### src/rtl/salu_rr_sched.sv
// Two-requester round-robin front end sharing one add/sub ALU.
// One operation in flight; operands and result are registered around the ALU.
module simple_alu #(
  parameter int WIDTH = 9
) (
  input  logic [WIDTH-1:0] a,
  input  logic [WIDTH-1:0] b,
  input  logic             sel,
  output logic [WIDTH-1:0] out,
  output logic             flag
);
  logic [WIDTH:0] sum, diff;

  // The extra top bit is the carry for add and the borrow (a<b) for sub.
  assign sum  = {1'b0, a} + {1'b0, b};
  assign diff = {1'b0, a} - {1'b0, b};
  assign out  = sel ? diff[WIDTH-1:0] : sum[WIDTH-1:0];
  assign flag = sel ? diff[WIDTH]     : sum[WIDTH];
endmodule

module salu_rr_sched #(
  parameter int WIDTH = 9
) (
  input  logic             i_clk,
  input  logic             i_reset_n,
  input  logic             i_req0_valid,
  output logic             o_req0_ready,
  input  logic [WIDTH-1:0] i_req0_a,
  input  logic [WIDTH-1:0] i_req0_b,
  input  logic             i_req0_sel,
  output logic             o_rsp0_valid,
  input  logic             i_rsp0_ready,
  output logic [WIDTH-1:0] o_rsp0_out,
  output logic             o_rsp0_flag,
  input  logic             i_req1_valid,
  output logic             o_req1_ready,
  input  logic [WIDTH-1:0] i_req1_a,
  input  logic [WIDTH-1:0] i_req1_b,
  input  logic             i_req1_sel,
  output logic             o_rsp1_valid,
  input  logic             i_rsp1_ready,
  output logic [WIDTH-1:0] o_rsp1_out,
  output logic             o_rsp1_flag,
  output logic             o_busy,
  output logic             o_last_grant
);
  localparam logic [1:0] IDLE = 2'd0;
  localparam logic [1:0] EXEC = 2'd1;
  localparam logic [1:0] RESP = 2'd2;

  logic [1:0]       state;
  logic             last_grant;
  logic [WIDTH-1:0] a_q, b_q, res_q;
  logic             sel_q, id_q, flag_q;
  logic             winner, accept;
  logic [1:0]       req_rdy, rsp_v;
  logic [WIDTH-1:0] alu_out;
  logic             alu_flag;

  assign winner = (i_req0_valid && i_req1_valid) ? ~last_grant : i_req1_valid;
  assign accept = (state == IDLE) && (i_req0_valid || i_req1_valid);

  // Handshake outputs are gated by reset so nothing is offered while it is held low.
  always_comb begin
    req_rdy = 2'b00;
    rsp_v   = 2'b00;
    if (i_reset_n && accept) begin
      if (winner) req_rdy = 2'b10;
      else        req_rdy = 2'b01;
    end
    if (i_reset_n && state == RESP) begin
      if (id_q) rsp_v = 2'b10;
      else      rsp_v = 2'b01;
    end
  end

  simple_alu #(.WIDTH(WIDTH)) u_alu (
    .a    (a_q),
    .b    (b_q),
    .sel  (sel_q),
    .out  (alu_out),
    .flag (alu_flag)
  );

  always_ff @(posedge i_clk) begin
    if (!i_reset_n) begin
      state      <= IDLE;
      last_grant <= 1'b1;
      a_q        <= '0;
      b_q        <= '0;
      sel_q      <= 1'b0;
      id_q       <= 1'b0;
      res_q      <= '0;
      flag_q     <= 1'b0;
    end else begin
      case (state)
        IDLE: if (accept) begin
          a_q        <= winner ? i_req1_a   : i_req0_a;
          b_q        <= winner ? i_req1_b   : i_req0_b;
          sel_q      <= winner ? i_req1_sel : i_req0_sel;
          id_q       <= winner;
          last_grant <= winner;
          state      <= EXEC;
        end
        EXEC: begin
          res_q  <= alu_out;
          flag_q <= alu_flag;
          state  <= RESP;
        end
        RESP: if (id_q ? i_rsp1_ready : i_rsp0_ready) state <= IDLE;
        default: state <= IDLE;
      endcase
    end
  end

  assign o_req0_ready = req_rdy[0];
  assign o_req1_ready = req_rdy[1];
  assign o_rsp0_valid = rsp_v[0];
  assign o_rsp1_valid = rsp_v[1];
  assign o_rsp0_out   = res_q;
  assign o_rsp1_out   = res_q;
  assign o_rsp0_flag  = flag_q;
  assign o_rsp1_flag  = flag_q;
  assign o_busy       = i_reset_n && (state != IDLE);
  assign o_last_grant = last_grant;
endmodule

### config.mk
export PLATFORM = sky130hd
export DESIGN_NAME = salu_rr_sched
export DESIGN_NICKNAME = d
export VERILOG_FILES = /design/src/rtl/salu_rr_sched.sv
export SDC_FILE = /design/constraint.sdc
export NUM_CORES = 1
export LEC_CHECK = 0
export CELL_PAD_IN_SITES_DETAIL_PLACEMENT = 1
export CELL_PAD_IN_SITES_GLOBAL_PLACEMENT = 2
export CORE_MARGIN = 5
export CORE_UTILIZATION = 27
export CTS_CLUSTER_SIZE = 10
export DETAILED_ROUTE_END_ITERATION = 12
export GPL_ROUTABILITY_DRIVEN = 0
export HOLD_SLACK_MARGIN = 0.15
export PLACE_DENSITY_LB_ADDON = 0.1
export REMOVE_ABC_BUFFERS = 1
export SKIP_CTS_REPAIR_TIMING = 1
export SYNTH_ARGS = -nofsm -noshare
export SYNTH_HDL_FRONTEND = slang
export SYNTH_HIERARCHICAL = 1
export SYNTH_SLANG_ARGS = --single-unit
### constraint.sdc
create_clock -name i_clk -period 2.6 [get_ports i_clk]
set_input_delay 0.78 -clock i_clk [delete_from_list [all_inputs] [get_ports i_clk]]
set_output_delay 0.78 -clock i_clk [all_outputs]
set_load 0.01 [all_outputs]
==> results.md <==
- Worst R2R Setup Slack: 0.43 ns
- Antenna violations before repair: 0
- Full die area: 0.0108 sq mm
- Final Cell Area: 0.00321 sq mm
- Routed Wire Length: 6.75 mm
- Ys async rst share: 0
- CTS clk-pin slew, worst paths: 0.07 ns
- Die height: 104 um
- Drt wl/cell: 14.4 um
- Area occupied by multi-input gates: 0.00148 sq mm
- Worst Setup EP: o_rsp0_valid
- Max frequency: 404 MHz
- GR met3 Demand/Resource: 0.0267
- Mean post-synth cell area: 7.87 sq um
- Slowest stage delay, CP: 0.53 ns
- Synthesized-area fraction occupied by adder cells: 0.111
- Tmin final: 2.48 ns
- Worst r2r src: b_q[3]
- Worst EP arrival: 1.70 ns
- Largest family of logic cells by synthesized area: compound AO/OA/AOI/OAI gates
- Initial Util: 0.275
- CTS Buf Count: 5
- DRC: 0
- Final hold vios: 0
- Tot Pwr: 1750 uW
- Met1 Use GR: 0.169
- Peak VDD IR: 0.182 mV
- CP startpoint: i_reset_n
- Share of cells above drive strength 1: 0.105
- Setup TNS: 0 ns
- Final setup violation count: 0
- Die X: 104 um
- CORE AREA: 0.00868 sq mm
- Initial DRT Pass Iterations: 4
- Worst hold path type: flop to flop
- FILL cells: 1108
- Post-synth EDFFs: 0
- Reg2Reg Depth: 9
- # H-tree levels: 2
- Synthesized-area fraction occupied by and/or/nand/nor cells: 0.191
- Worst-Margin Slew: 0.701 ns
- Post-DRT Antenna Nets: 0
- Vias per cell: 4.80
- Synth Flop Type: dfxtp_1
- GRT Resource Usage Total: 0.125
- Routing usage on met2: 0.198
- Reg area: 661 sq um
- Largest net degree at the start of global routing: 31
- Via count: 2253
- Beginning of the worst hold path: o_rsp0_flag
- RSZ-0062 raised after global routing: no
- Root buffer cell: clkbuf_8
- Slowest stage cell, crit path: clkdlybuf4s50_1
- CTS sink cnt: 33
- Worst setup path class: input port to primary output
- Row count: 34
- R2R Path End: o_rsp0_flag
- Ys Warns: 6
- Port Buffers: 69
- Mapped Cells: 303
- Max cap viols: 0
- Crit path launch type: input port
- Post-synthesis xor/xnor area fraction: 0.0220
- Nets: 425
- Fin. max-slew vios: 0
- IO Count: 70
- Post-synthesis mux area share: 0.00840
- Sequential share of the synthesized area: 0.277
- 1st-iter DRT viols: 57
- Vias in the first global route: 2418
- Status: completed
- GRT overflow: 0
- Slew margin rel.: 0.532
- Compound-gate portion of the synthesized area: 0.287
- Worst Path Required: 1.82 ns
- Post-DP HPWL: 5.25 mm
- Clk buf depth: 2
- Clk_lat worst skew: 0.29 ns
- CTS tree: yes
- Inserted Diodes: 0
- Critical path, cell by cell: clkbuf_2 -> buf_4 -> nand2_1 -> nor2_1 -> clkdlybuf4s50_1
- Synth Cell Area: 0.00238 sq mm
- Yosys reg bits: 33
- Netlist cell types: 47
- Pwr dens: 546 mW/mm^2
- P_leak: 0.00131 uW
- First-pass GRT wire length: 11.5 mm
- Global routing's busiest layer: met2
- CP endpoint kind: primary output
- Placed cell area: 0.00312 sq mm
- Worst-path maximum fanout: 6
- Worst-case clock skew: 0.00800 ns
- Final Cycle Share: 0.952
- Area delta synth->final: 34.8%
## registers in the layout, indices dropped and copies added, names as in the netlist
| register | cells |
|---|---|
| b_q | 9 |
| o_rsp0_out | 9 |
| id_q | 1 |
| o_rsp0_flag | 1 |
| o_last_grant | 1 |
| a_q | 9 |
| sel_q | 1 |
| state | 2 |
## worst max-delay path: cells and delay by family
kind          cells  cell delay (ns)
buf+inv           3             0.78
simple gates      2             0.12
## layout make-up
| class | instances | area share |
|---|---|---|
| multi-input combinational | 221 | 0.460 |
| sequential | 33 | 0.206 |
| timing repair buffer | 79 | 0.240 |
| clock buffer | 6 | 0.0257 |
| inverter | 21 | 0.0245 |
| clock inverter | 1 | 0.00234 |
| tap | 108 | 0.0421 |
## where the power goes
part           switching, uW  internal, uW  total, uW
registers               61.1           566        627
clock network            196           209        406
logic                    374           348        722
## cell families (layout without fill, tap and decap cells)
family                     count (synthesis)  after routing
AOI/OAI and AO/OA                         91             91
muxes                                      2              2
adders and majority gates                 20             20
buffers and inverters                     49            107
and+or+nand+nor                          102            102
DFF                                       33             33
xor gates and xnor gates                   6              6
## routing by layer
| layer | wire length (um) | vias to the layer above | share of wire |
|---|---|---|---|
| met5 | 0 | - | 0 |
| met4 | 101 | 0 | 0.015 |
| met3 | 296 | 8 | 0.044 |
| met2 | 3000 | 53 | 0.45 |
| met1 | 3350 | 1030 | 0.50 |
| li1 | - | 1162 | - |
## how the worst min path moves through the flow
| stage | end | depth (start not counted) | slack (ns) |
|---|---|---|---|
| global placement | o_rsp0_out[8] | 2 | 0.46 |
| global route | o_rsp0_out[6] | 2 | 0.50 |
| floorplan | b_q[1] | 2 | 0.51 |
| finish | o_rsp0_flag | 2 | 0.47 |
| detailed placement | o_rsp0_flag | 2 | 0.46 |
| CTS | o_rsp0_flag | 2 | 0.47 |
## cells in the final DEF (no fill, tap or decap), types with 5 or more instances in the layout
master,n
a311oi_1,9
ha_1,18
nor2_1,10
a21oi_1,38
buf_4,10
xnor2_1,6
nand2_1,65
dfxtp_1,33
and3_1,5
clkbuf_8,6
inv_1,19
o21ai_0,6
clkdlybuf4s50_1,64
a311oi_2,10
## per-stage QoR
step                      worst slack [ns]  hold slack (ns)   util  std cells
after CTS                           -0.467            0.474  0.370        469
after global placement              -0.451            0.458  0.359        462
after global routing                0.0220            0.502  0.370        469
final                                0.125            0.470  0.370        469
after detailed placement            -0.467            0.465  0.359        462
after floorplan                    -0.0323            0.508      -        275
## Yosys cell counts (5+ instances only)
cell      number  area share
and3_1         5       0.013
a311oi_2      10       0.063
buf_2          8       0.017
clkbuf_1       8       0.013
o21ai_0        6       0.013
dfxtp_1       33        0.28
buf_4         10       0.031
ha_1          18       0.094
nor2_1        10       0.016
a21oi_1       38       0.080
xnor2_1        6       0.022
inv_1         19       0.030
nand2_1       65        0.10
a311oi_1       9       0.033
Note: power is estimated with default switching activity, not from simulation.
